## src/rtl/dsp_mult_acc.sv

```systemverilog
// dsp_mult_acc: frame accumulator for dsp_mult products.
// Sums beats until in_last, then holds the result on a valid/ready output.
module dsp_mult_acc #(
  parameter int PROD_W = 38,
  parameter int ACC_W  = 48,
  parameter int CNT_W  = 16
) (
  input  logic              clk,
  input  logic              rst_n,
  input  logic              clr,
  input  logic              in_valid,
  output logic              in_ready,
  input  logic [PROD_W-1:0] in_z,
  input  logic              in_last,
  output logic              out_valid,
  input  logic              out_ready,
  output logic [ACC_W-1:0]  out_sum,
  output logic [CNT_W-1:0]  out_count,
  output logic              out_ovf
);

  typedef enum logic [1:0] {
    S_IDLE,
    S_ACC,
    S_HOLD
  } state_e;

  state_e             state_q, state_d;
  logic [ACC_W-1:0]   acc_q, acc_d;
  logic [CNT_W-1:0]   cnt_q, cnt_d;
  logic               ovf_q, ovf_d;
  logic [ACC_W-1:0]   osum_q, osum_d;
  logic [CNT_W-1:0]   ocnt_q, ocnt_d;
  logic               oovf_q, oovf_d;
  logic [ACC_W:0]     sum_w;
  logic [CNT_W-1:0]   cnt_inc;
  logic               ovf_nxt;

  assign in_ready  = (state_q != S_HOLD) && !clr;
  assign out_valid = (state_q == S_HOLD);
  assign out_sum   = osum_q;
  assign out_count = ocnt_q;
  assign out_ovf   = oovf_q;

  // Next-state and datapath: clr first, then beat accept or output drain.
  always_comb begin
    state_d = state_q;
    acc_d   = acc_q;
    cnt_d   = cnt_q;
    ovf_d   = ovf_q;
    osum_d  = osum_q;
    ocnt_d  = ocnt_q;
    oovf_d  = oovf_q;
    sum_w   = {1'b0, acc_q} + (ACC_W+1)'(in_z);
    cnt_inc = (&cnt_q) ? cnt_q : cnt_q + CNT_W'(1);
    ovf_nxt = ovf_q | sum_w[ACC_W];
    if (clr) begin
      state_d = S_IDLE;
      acc_d   = '0;
      cnt_d   = '0;
      ovf_d   = 1'b0;
    end else begin
      unique case (state_q)
        S_HOLD: begin
          if (out_ready) state_d = S_IDLE;
        end
        default: begin
          if (in_valid) begin
            if (in_last) begin
              state_d = S_HOLD;
              osum_d  = sum_w[ACC_W-1:0];
              ocnt_d  = cnt_inc;
              oovf_d  = ovf_nxt;
              acc_d   = '0;
              cnt_d   = '0;
              ovf_d   = 1'b0;
            end else begin
              state_d = S_ACC;
              acc_d   = sum_w[ACC_W-1:0];
              cnt_d   = cnt_inc;
              ovf_d   = ovf_nxt;
            end
          end
        end
      endcase
    end
  end

  // State and result registers with async active-low reset.
  always_ff @(posedge clk or negedge rst_n) begin
    if (!rst_n) begin
      state_q <= S_IDLE;
      acc_q   <= '0;
      cnt_q   <= '0;
      ovf_q   <= 1'b0;
      osum_q  <= '0;
      ocnt_q  <= '0;
      oovf_q  <= 1'b0;
    end else begin
      state_q <= state_d;
      acc_q   <= acc_d;
      cnt_q   <= cnt_d;
      ovf_q   <= ovf_d;
      osum_q  <= osum_d;
      ocnt_q  <= ocnt_d;
      oovf_q  <= oovf_d;
    end
  end

endmodule

```

## config.mk

```make
export PLATFORM = sky130hd
export DESIGN_NAME = dsp_mult_acc
export DESIGN_NICKNAME = d
export VERILOG_FILES = /design/src/rtl/dsp_mult_acc.sv
export SDC_FILE = /design/constraint.sdc
export NUM_CORES = 1
export LEC_CHECK = 0
export CORE_MARGIN = 2
export CORE_UTILIZATION = 45
export CTS_CLUSTER_SIZE = 40
export DETAILED_ROUTE_END_ITERATION = 7
export PLACE_DENSITY = 0.68
export SYNTH_ARGS = -nofsm -noshare
export SYNTH_HDL_FRONTEND = slang
export SYNTH_SLANG_ARGS = --single-unit
```

## constraint.sdc

```tcl
create_clock -name clk -period 4.2 [get_ports clk]
set_clock_uncertainty 0.15 [all_clocks]
set_input_delay 0.84 -clock clk [delete_from_list [all_inputs] [get_ports clk]]
set_output_delay 0.84 -clock clk [all_outputs]
set_load 0.05 [all_outputs]
```

* Word level (Yosys, flattened, before mapping) *
Index checks and enable logic that the tools add are counted.

cells by class
  add/subtract/negate cells = 2
  multipliers = 0
  divide/modulo/power cells = 0
  magnitude comparators = 0
  equal/unequal tests = 4
  shift operators = 0
  muxes and demuxes = 18
  bitwise logic cells = 3
  reduce and logical (&&, ||, !) cells = 8

operator list
  operator                                        count
  two-way mux 48 bit                              4
  two-way mux 16 bit                              5
  adder 48 x 38 -> 49 bit                         1
  adder 16 x 1 -> 16 bit (second input constant)  1
  AND reduction 16 bit                            1
  two-way mux 2 bit                               5
  two-way mux 1 bit                               4
  != test 2 bit (second input constant)           2
  AND reduction 2 bit                             2
  AND reduction 4 bit                             1
  != test 3 x 2 -> 1 bit (second input constant)  1
  nonzero test 3 bit                              1
  equality test 2 bit (second input constant)     1
  inverter 1 bit                                  2
  nonzero test 2 bit                              1
  logical AND 1 bit                               1
  logical NOT 1 bit                               1
  OR 1 bit                                        1

storage, ports and cells
  register bits = 132
  bits in latches = 0
  RAM bits = 0
  bits in read-only memories = 0
  memories = 0

* Longest topological paths before layout *
  depth in word-level cells = 6
  depth in mapped cells = 11

* Least setup slack after synthesis *
OpenSTA, ideal clock, no wires.

  path type = input-to-reg
  from = input in_z[0]
  to = register osum_q[42] (netlist: out_sum[42])
  data arrival time = 3.211 ns
  setup slack = 0.757 ns
  stages on the path = 11
  path buffers = 0
  cell sequence = ha_1 -> inv_1 -> fa_1 -> nand2b_1 -> a21oi_2 -> o21ai_1 -> a211oi_2 -> a211oi_2 -> o41a_1 -> or3_1 -> a31oi_1

on the way
  word-level cells in the longest chain between the ends = 1

RTL lines
  item                     line  RTL
  start, declared          13    input logic [PROD_W-1:0] in_z,
  adder 48 x 38 -> 49 bit  54    sum_w = {1'b0, acc_q} + (ACC_W+1)'(in_z);
  end signal, assigned     104   osum_q <= osum_d;
  end, declared            32    logic [ACC_W-1:0] osum_q, osum_d;

No other way between the ends.
A chain may end at the register's enable or synchronous reset.

* Final worst setup path *
Same ends and word-level chain as after synthesis.

==> run_summary.xml <==
<?xml version="1.0" encoding="UTF-8"?>
<metrics>
  <group name="timing">
    <metric name="unrepaired_setup_endpoints_after_global_routing" unit="">false</metric>
    <metric name="final_period_minus_worst_setup_slack" unit="ns">3.689</metric>
    <metric name="fin_tns_setup" unit="ns">0</metric>
    <metric name="hold_viol" unit="">0</metric>
    <metric name="max_slew.worst_pin.slew" unit="ns">0.8302</metric>
    <metric name="final-max-slew-violation-count" unit="">0</metric>
    <metric name="min_period_over_period" unit="">0.8784</metric>
    <metric name="fmax" unit="MHz">271.0</metric>
    <metric name="finalHoldWorstSlack" unit="ns">0.3013</metric>
    <metric name="setup_violations" unit="">0</metric>
    <metric name="slew_headroom" unit="">0.4465</metric>
  </group>
  <group name="logic_synthesis">
    <metric name="synth_top_flop_cell" unit="">dfrtp_1</metric>
    <metric name="synthesis.nets" unit="">998</metric>
    <metric name="synth-seq-cells" unit="">132</metric>
    <metric name="synth_compound_gate_area_share" unit="">0.2266</metric>
    <metric name="yosysWarnings" unit="">0</metric>
    <metric name="synth_edf_count" unit="">0</metric>
    <metric name="yosys.cell_types.count" unit="">69</metric>
    <metric name="synth_top_family_by_area" unit="">compound AO/OA/AOI/OAI gates</metric>
    <metric name="yosys.area.top_type" unit="">dfrtp_1</metric>
    <metric name="synth_adder_area_share" unit="">0.06263</metric>
    <metric name="ffs_w_async_s_r_synth" unit="">1.000</metric>
    <metric name="post_synth_mux_area_share" unit="">0.01450</metric>
    <metric name="synth-xor-area-share" unit="">0.05291</metric>
    <metric name="yosysMostFrequentCell" unit="">nand2_1</metric>
    <metric name="synthSimpleGateAreaFrac" unit="">0.1953</metric>
    <metric name="seq_area_frac_synth" unit="">0.4072</metric>
    <metric name="synth.avg_cell_area" unit="sq um">8.875</metric>
    <metric name="post_synth_main_area_contributors" unit="">dfrtp_1 (41%), nand2_1 (7.9%), ha_1 (6.0%)</metric>
    <metric name="netlist_instances" unit="">914</metric>
    <metric name="synth.cell_area" unit="sq mm">0.008112</metric>
    <metric name="synth_commonest_cells" unit="">nand2_1 (171), dfrtp_1 (132), o21ai_0 (83)</metric>
    <metric name="synth_top_area_frac" unit="">0.4072</metric>
  </group>
  <group name="die">
    <metric name="floorplan_die_width" unit="microns">138.3</metric>
    <metric name="std_cell_rows" unit="">49</metric>
    <metric name="boundaryPins" unit="">111</metric>
    <metric name="fp.coreArea" unit="sq mm">0.01784</metric>
    <metric name="initial_utilization" unit="">0.4547</metric>
    <metric name="fp.dieArea" unit="sq mm">0.01912</metric>
    <metric name="die_h" unit="microns">138.3</metric>
  </group>
  <group name="place">
    <metric name="place.gp.congestion" unit="">0.9007</metric>
    <metric name="placement.io_buffers" unit="">110</metric>
    <metric name="detailed_place_hpwl" unit="microns">14580</metric>
  </group>
  <group name="drt">
    <metric name="drt-total-wl" unit="microns">20790</metric>
    <metric name="routed_wire_length_per_instance" unit="microns">16.75</metric>
    <metric name="first_pass_iters" unit="">5</metric>
    <metric name="residual_drc_count" unit="">0</metric>
    <metric name="initialDrtViolationCount" unit="">629</metric>
    <metric name="vias" unit="">7065</metric>
    <metric name="antenna_violating_nets_post_route" unit="">0</metric>
    <metric name="route.detailed.vias_per_inst" unit="">5.693</metric>
  </group>
  <group name="clock_network">
    <metric name="inserted_clock_buffers" unit="">17</metric>
    <metric name="cts.reportedPaths.clkPinSlew" unit="ns">0.06</metric>
    <metric name="tritoncts_num_sinks" unit="">132</metric>
    <metric name="cts_tree" unit="">done</metric>
    <metric name="post-cts-setup-buffers" unit="">0</metric>
    <metric name="cts.root.buffer_cell" unit="">clkbuf_16</metric>
    <metric name="ctsResizeCount" unit="">0</metric>
    <metric name="cts-root-to-sink-buffers" unit="">2</metric>
    <metric name="holdBufCountCts" unit="">0</metric>
    <metric name="cts_htree_levels" unit="">4</metric>
    <metric name="worst_skew_pair.late_latency" unit="ns">0.42</metric>
  </group>
  <group name="global_routing">
    <metric name="grt_max_degree" unit="">86</metric>
    <metric name="grt_pass1_wl" unit="microns">35550</metric>
    <metric name="grtUsageTotal" unit="">0.2272</metric>
    <metric name="vias_in_the_first_global_route" unit="">6976</metric>
    <metric name="grt_remaining_overflow" unit="">0</metric>
    <metric name="antenna_violations_before_repair" unit="">0</metric>
  </group>
  <group name="setup_path">
    <metric name="critPathLaunchType" unit="">input pin</metric>
    <metric name="worstPathCellList" unit="">clkdlybuf4s50_1 -&gt; ha_1 -&gt; inv_1 -&gt; fa_1 -&gt; nand2b_1 -&gt; a21oi_2 -&gt; o21ai_1 -&gt; a211oi_2 -&gt; a211oi_2 -&gt; o41a_1 -&gt; or3_1 -&gt; a31oi_1</metric>
    <metric name="cpPeakStageDelay" unit="ns">0.52</metric>
    <metric name="slowest_stage" unit="">o41a_1</metric>
    <metric name="crit_path_frequent_cell" unit="">a211oi_2</metric>
    <metric name="setup.worst_path.class" unit="">input pin to register</metric>
    <metric name="crit_arrival" unit="ns">3.88</metric>
    <metric name="crit_path_max_fo" unit="">8</metric>
    <metric name="timing.critical_path.max_delay_family" unit="">compound AO/OA/AOI/OAI gates</metric>
    <metric name="critical_path_buf_inv_count" unit="">2</metric>
    <metric name="crit_path_end_kind" unit="">register</metric>
    <metric name="critPathRequiredTime" unit="ns">4.39</metric>
  </group>
  <group name="worst_hold_path">
    <metric name="holdCritPathClass" unit="">input pin to asynchronous set/reset pin</metric>
  </group>
  <group name="power_and_ir_drop">
    <metric name="cellInternalPower" unit="W">0.002809</metric>
    <metric name="power.leakage" unit="nW">4.406</metric>
    <metric name="power_switching_share" unit="">0.3494</metric>
    <metric name="vdd_ir_drop_max" unit="mV">0.2937</metric>
    <metric name="power_density" unit="mW/mm^2">431.9</metric>
    <metric name="pwr-share-clk" unit="">0.353</metric>
    <metric name="power.total" unit="W">0.004317</metric>
    <metric name="power.net_switching" unit="W">0.001509</metric>
    <metric name="combinationalPowerShare" unit="">0.301</metric>
    <metric name="sequentialPowerShare" unit="">0.347</metric>
  </group>
  <group name="run">
    <metric name="drv.max_cap_violation_count" unit="">0</metric>
  </group>
  <group name="finish">
    <metric name="area.growth.synth_to_final" unit="%">23.25</metric>
    <metric name="nets_final" unit="">1083</metric>
    <metric name="diodes" unit="">0</metric>
    <metric name="fraction_of_final_layout_cells_with_drive_strength_greater_than_1" unit="">0.07806</metric>
  </group>
  <group name="outcome">
    <metric name="outcome" unit="">complete, no violations</metric>
  </group>
</metrics>
==> flip-flops by register name, summed over array words and instances (netlist names) <==
name       flops
ovf_q          1
out_count     16
cnt_q         16
out_ovf        1
state_q        2
out_sum       48
acc_q         48
==> placed cells by master, fill, tap and decap left out, drive strengths merged, types with 27 or more instances in the layout <==
cell type,instances
nor2,37
xnor2,37
clkdlybuf4s50,109
o21ai,89
nand4,27
ha,39
nand2,173
dfrtp,132
a21oi,58
a22o,31
==> final timing paths <==
check	start	endpoint	slack, ns	cells after the start
max	in_z[0]	out_sum[42]	0.51	12
min	rst_n	out_sum[16]	0.30	1
max reg2reg	acc_q[0]	out_sum[42]	1.05	11
min reg2reg	out_sum[17]	out_sum[17]	0.32	2
max in group asynchronous	rst_n	cnt_q[12]	2.85	2
min in group clk	out_sum[17]	out_sum[17]	0.32	2
==> logic make-up after synthesis <==
group,after synthesis
compound gates,276
flops,132
buf+inv,75
xor+xnor,49
mux,11
simple gates,331
fa+ha+maj,40
==> routing by layer <==
layer  track usage  share of wire
met3       0.03568          0.040
met5             0              0
met2        0.3609           0.46
met1        0.3138           0.47
met4       0.09023          0.025
==> stage by stage <==
step / area [sq um] / utilization / worst slack [ns] / cells
2_1_floorplan: 8112 / - / 0.7572 / 914
5_1_grt: 9997 / 0.5603 / 0.3249 / 1241
3_3_place_gp: 9397 / 0.5267 / 0.1055 / 1209
3_5_place_dp: 9397 / 0.5267 / 0.05474 / 1209
4_1_cts: 9997 / 0.5603 / 0.5018 / 1241
6_report: 9997 / 0.5603 / 0.5106 / 1241
==> final cells by class <==
| cell class | instances | area [sq um] |
|---|---|---|
| Clock inverter | 13 | 157.7 |
| Fill cell | 1626 | 7844 |
| Clock buffer | 19 | 442.9 |
| Inverter | 15 | 56.30 |
| Timing Repair Buffer | 126 | 1247 |
| Multi-Input combinational cell | 707 | 4503 |
| Sequential cell | 132 | 3303 |
| Tap cell | 229 | 286.5 |
==> worst reg2reg max path, cell delays in order (launching register included) <==
cell	delay, ns
dfrtp_1	0.35
ha_1	0.19
inv_1	0.06
fa_1	0.38
nand2b_1	0.18
a21oi_2	0.19
o21ai_1	0.15
a211oi_2	0.26
a211oi_2	0.10
o41a_1	0.52
or3_1	0.37
a31oi_1	0.16
==> power by group through the flow <==
stage / Combinational [W] / Sequential, W / Clock [W]
2_1_floorplan: 0.000468 / 0.00191 / 0
5_1_grt: 0.00139 / 0.00152 / 0.00160
3_3_place_gp: 0.00129 / 0.00152 / 0
6_report: 0.00130 / 0.00150 / 0.00152
3_5_place_dp: 0.00130 / 0.00152 / 0
4_1_cts: 0.00130 / 0.00150 / 0.00155
(Power assumes the default switching activity.)
